[config.mk]
export PLATFORM = sky130hd
export DESIGN_NAME = guess_round_ctrl
export DESIGN_NICKNAME = d
export VERILOG_FILES = /design/src/rtl/guess_round_ctrl.sv
export SDC_FILE = /design/constraint.sdc
export NUM_CORES = 1
export LEC_CHECK = 0
export CORE_MARGIN = 3
export CORE_UTILIZATION = 46
export DETAILED_ROUTE_END_ITERATION = 10
export PLACE_DENSITY = 0.76
export SLEW_MARGIN = 30
export SYNTH_ARGS = -nofsm -noshare
export SYNTH_HDL_FRONTEND = slang
export SYNTH_SLANG_ARGS = --single-unit
[constraint.sdc]
create_clock -name clk -period 3.5 [get_ports clk]
set_input_delay 1.05 -clock clk [delete_from_list [all_inputs] [get_ports clk]]
set_output_delay 1.05 -clock clk [all_outputs]
set_load 0.01 [all_outputs]
[src/rtl/guess_round_ctrl.sv]
// guess_round_ctrl: number-guessing round sequencer (target pick, timer control, grading, win/lose).
// Optional GUESS_LIMIT_EN ends the round after MAX_ATTEMPTS wrong guesses.
module guess_round_ctrl #(
  parameter logic [9:0] LFSR_SEED    = 10'h2A5,
  parameter int         MAX_ATTEMPTS = 7
) (
  input  logic       clk,
  input  logic       restart,
  input  logic       start,
  input  logic [1:0] Max_digit,
  input  logic       guess_valid,
  input  logic [9:0] guess,
  input  logic [6:0] timer_count,
  output logic       timer_restart_n,
  output logic       busy,
  output logic [1:0] hint,
  output logic       win,
  output logic       lose,
  output logic [6:0] score,
  output logic [3:0] attempts,
  output logic [9:0] target
);
  typedef enum logic [2:0] {IDLE, PICK, ARM, PLAY, WIN, LOSE} state_t;
  localparam logic [9:0] SEED = (LFSR_SEED == 10'd0) ? 10'd1 : LFSR_SEED;
`ifdef GUESS_LIMIT_EN
  localparam logic [3:0] MAX_A = 4'(MAX_ATTEMPTS);
`endif
  state_t     state_q, state_d;
  logic [9:0] lfsr_q, lfsr_d, target_q, target_d, limit, cand;
  logic [1:0] diff_q, diff_d, hint_q, hint_d;
  logic [6:0] score_q, score_d;
  logic [3:0] att_q, att_d, att_inc;
  logic       first_q, first_d, trn_q, busy_q, win_q, lose_q, eq;
  assign limit   = (diff_q == 2'd1) ? 10'd10 : (diff_q == 2'd2) ? 10'd100 : 10'd1000;
  assign cand    = lfsr_q - 10'd1;
  assign att_inc = (att_q == 4'd15) ? 4'd15 : att_q + 4'd1;
  assign eq      = guess == target_q;
  always_comb begin
    state_d  = state_q;
    lfsr_d   = {lfsr_q[8:0], lfsr_q[9] ^ lfsr_q[6]};
    target_d = target_q;
    diff_d   = diff_q;
    hint_d   = hint_q;
    score_d  = score_q;
    att_d    = att_q;
    first_d  = 1'b0;
    case (state_q)
      IDLE, WIN, LOSE: if (start) begin
        diff_d  = (Max_digit == 2'd0) ? 2'd1 : Max_digit;
        hint_d  = 2'b00;
        score_d = 7'd0;
        att_d   = 4'd0;
        state_d = PICK;
      end
      PICK: if (cand < limit) begin
        target_d = cand;
        state_d  = ARM;
      end
      ARM: begin
        first_d = 1'b1;
        state_d = PLAY;
      end
      PLAY: begin
        if (guess_valid) begin
          att_d  = att_inc;
          hint_d = (guess < target_q) ? 2'b01 : eq ? 2'b11 : 2'b10;
          if (eq) begin
            score_d = timer_count;
            state_d = WIN;
          end
        end
        // the timer is still reloading during the first PLAY cycle
        if (state_d != WIN && timer_count == 7'd0 && !first_q) begin
          score_d = 7'd0;
          state_d = LOSE;
        end
`ifdef GUESS_LIMIT_EN
        if (guess_valid && !eq && att_inc == MAX_A) begin
          score_d = 7'd0;
          state_d = LOSE;
        end
`endif
      end
      default: state_d = IDLE;
    endcase
  end
  always_ff @(posedge clk or posedge restart) begin
    if (restart) begin
      state_q  <= IDLE;
      lfsr_q   <= SEED;
      target_q <= 10'd0;
      diff_q   <= 2'd1;
      hint_q   <= 2'b00;
      score_q  <= 7'd0;
      att_q    <= 4'd0;
      first_q  <= 1'b0;
      trn_q    <= 1'b0;
      busy_q   <= 1'b0;
      win_q    <= 1'b0;
      lose_q   <= 1'b0;
    end else begin
      state_q  <= state_d;
      lfsr_q   <= lfsr_d;
      target_q <= target_d;
      diff_q   <= diff_d;
      hint_q   <= hint_d;
      score_q  <= score_d;
      att_q    <= att_d;
      first_q  <= first_d;
      trn_q    <= state_d == PLAY;
      busy_q   <= state_d == PICK || state_d == ARM || state_d == PLAY;
      win_q    <= state_d == WIN;
      lose_q   <= state_d == LOSE;
    end
  end
  assign timer_restart_n = trn_q;
  assign busy            = busy_q;
  assign hint            = hint_q;
  assign win             = win_q;
  assign lose            = lose_q;
  assign score           = score_q;
  assign attempts        = att_q;
  assign target          = target_q;
endmodule

==> metrics.md <==
| Metric | Value |
|---|---|
| Syn_area_per_cell | 10.9 µm² |
| Tightest Hold Check Type | flop to flop |
| Routed Wire Length | 4.61 mm |
| Gpl congestion | 0.789 |
| Reg2Reg Depth | 10 |
| Diode count | 0 |
| Critical Path End Type | flop |
| Peak VDD IR | 0.242 mV |
| Mapped cell area | 0.00231 mm² |
| Post-synthesis async set-or-reset flop share | 100% |
| Iteration-0 DRC Markers | 44 |
| Vias in the first global route | 1,794 |
| Fin. Hold Viols | 0 |
| Max_cap viols | 0 |
| Crit Path Max Fanout | 10 |
| # DRC | 0 |
| Final Setup Violations | 0 |
| Pin slew with the least headroom to its limit | 0.515 ns |
| RSZ-0062 raised after global routing | no |
| Starting Density | 48.3% |
| First-pass GRT wire length | 8.20 mm |
| Root buf cell | clkbuf_8 |
| Die H | 76.9 µm |
| Cts repair resizes | 0 |
| Register area | 0.00108 mm² |
| Critical-path top delay cell | dfrtp_1 |
| GRT Overall Usage | 16.9% |
| Sink Count | 43 |
| Fin nets | 309 |
| Hold path depth | 0 |
| Data arrival time of the worst path | 3.18 ns |
| Post-route ant nets | 0 |
| Cts hold-fix bufs | 0 |
| Reg2reg end | target[5] |
| Fmax | 332 MHz |
| Gate Count Post-Synth | 212 |
| # IOs | 50 |
| Final worst path period share | 86.0% |
| Fillers | 398 |
| Layout cells sized above 1 | 11.3% |
| Most used routing layer | met2 |
| EDFF count, synth | 0 |
| Final count of pins violating max slew | 0 |
| Post-CTS setup buffers | 0 |
| Status | finished, final reports clean |
| WHS | 0.420 ns |
| Hold endpoint | lfsr_q[9] |
| Tmin final | 3.01 ns |
| Register-to-register setup slack | 0.49 ns |
| Largest family of logic cells by synthesized area | simple AND/OR/NAND/NOR gates |
| P per Cell Area | 659 mW/mm² |
| Ys flop type | dfrtp_1 |
| Pin count of the biggest net entering global routing | 44 |
| Port buffer count | 49 |
| Rel. slew slack | 65.7% |
| Vias | 1,730 |
| Post-Synth Adder-Cell Area | 11.4% |
| Vias per inst | 5.20 |
| GRT Residual Overflow | 0 |
| Post-synthesis mux area share | 5.68% |
| Area Overhead vs Synth | 29.2% |
| Worst setup path start | lfsr_q[3] |
| Most common cell after layout, fill and taps aside | clkdlybuf4s50_1 |
| Worst-skew pair later-pin latency | 0.29 ns |
| Die Width | 76.9 µm |
| Clock buffer depth | 2 |
| Num rows | 25 |
| Seq cells post-synth | 43 |
| Startpoint types | flop |
| Worst Path Buf+Inv | 0 |
| Simple-Gate Fraction of Synth Area | 16.2% |
| Worst-path clk slew | 0.07 ns |
| Clk_skew | 0.00771 ns |
| Design Power | 1.97 mW |
| GR Util met1 | 21.9% |
| Min-delay src | lfsr_q[8] |
| Required time of the critical path | 3.67 ns |
| Post-detail-place hpwl | 3.55 mm |
| LEAKAGE | 1.39 nW |
| Setup CP Type | flop to flop |
| Syn_nets | 256 |
| Top cell family by delay on the critical path | simple AND/OR/NAND/NOR gates |
| Commonest non-fill, non-tap cells in the layout | clkdlybuf4s50_1, dfrtp_1, inv_1, ha_1, nand2_1 |
| Synth cell types | 47 |
| XOR/XNOR Fraction of Synth Area | 3.41% |
| H-tree levels | 2 |
| GR Util met2 | 28.5% |
| Sum Neg Setup Slack | 0 ns |
| Drt wl/cell | 13.8 µm |
| Multi-input gate area | 0.00113 mm² |
| Die area | 0.00592 mm² |
| Reg2reg start | lfsr_q[3] |
| Antenna violations before repair | 0 |
| Compound-Gate Fraction of Synth Area | 12.3% |
| Synth Warn # | 0 |
| Sequential fraction of the synthesis area | 46.8% |
| CTS Buf Count | 5 |
| Met3 Use GR | 3.87% |
| CTS tree | built |
| Core Box Area | 0.00479 mm² |
| Worst path max stage delay | 0.45 ns |
| Critical path cell sequence | nor4_1, nand2b_1, nor3b_1, xor2_1, ha_1, a21oi_1, a21boi_0, a311oi_4, nand3_4, mux2_2 |
| First drt pass iteration count | 5 |
-- area by class of cell --
type,count,area share (%)
clock buffers,7,2.55
clock inverters,1,1.00
inverters,21,2.64
multi-input cells,143,37.8
flip-flops and latches,43,36.2
well taps,67,2.80
repair buffers,51,16.9
-- sequential cells by signal, indices dropped and copies added, names as in the netlist --
signal / flops
lfsr_q: 10
win: 1
target: 10
state_q: 3
attempts: 4
timer_restart_n: 1
hint: 2
score: 7
busy: 1
first_q: 1
lose: 1
diff_q: 2
-- cell usage after synthesis, types with 2 or more instances --
library cell / count / area [µm²]
dfrtp_1: 37 / 926
ha_1: 21 / 263
inv_1: 21 / 78.8
nand2_1: 19 / 71.3
mux2_2: 9 / 101
o21ai_0: 8 / 40.0
xor2_1: 7 / 61.3
a21o_1: 6 / 45.0
a21oi_1: 6 / 30.0
dfstp_2: 6 / 158
nand3_1: 5 / 25.0
nor3_1: 5 / 25.0
nor3b_1: 5 / 37.5
clkbuf_1: 4 / 15.0
a31oi_1: 3 / 18.8
and2_1: 3 / 18.8
and3_1: 3 / 18.8
and4_1: 3 / 26.3
mux2i_1: 3 / 30.0
nor2_1: 3 / 11.3
nor2b_1: 3 / 18.8
nor4_1: 3 / 18.8
nand2b_1: 2 / 12.5
nand4_1: 2 / 12.5
or3_1: 2 / 12.5
xnor2_1: 2 / 17.5
-- per-stage QoR --
step,setup WS [ns],std cells,util [%],area (µm²)
3_3_place_gp,0.403,325,60.2,2880
6_report,0.491,333,62.5,2990
3_5_place_dp,0.377,325,60.2,2880
2_1_floorplan,0.765,212,-,2310
4_1_cts,0.446,333,62.5,2990
5_1_grt,0.140,333,62.5,2990
-- worst max path at each step --
stage | end | slack (ns) | cells past startpoint
final | target[5] | 0.49 | 10
after global placement | busy | 0.40 | 7
after global routing | target[5] | 0.14 | 10
after detailed placement | busy | 0.38 | 7
after floorplan | target[0] | 0.77 | 10
after CTS | target[7] | 0.45 | 10
-- where the power goes --
| part | internal [mW] | total, mW | switching, mW |
|---|---|---|---|
| Clock | 0.213 | 0.368 | 0.155 |
| Sequential | 0.626 | 0.736 | 0.109 |
| Combinational | 0.462 | 0.866 | 0.404 |
-- logic make-up (layout without fill, tap and decap cells) --
| family | after synthesis | count (layout) |
|---|---|---|
| adder cells (fa/ha/maj) | 21 | 21 |
| flip-flops | 43 | 43 |
| AO/OA/AOI/OAI | 37 | 37 |
| multiplexers | 12 | 12 |
| AND/OR/NAND/NOR | 64 | 64 |
| buffers and inverters | 26 | 80 |
| XOR/XNOR | 9 | 9 |
-- routing by layer --
| layer | routed length, µm | vias to the layer above |
|---|---|---|
| li1 | - | 861 |
| met3 | 191 | 9 |
| met2 | 2240 | 35 |
| met5 | 0 | - |
| met4 | 68 | 0 |
| met1 | 2110 | 825 |
No activity file was read; power rests on OpenSTA's default activity.
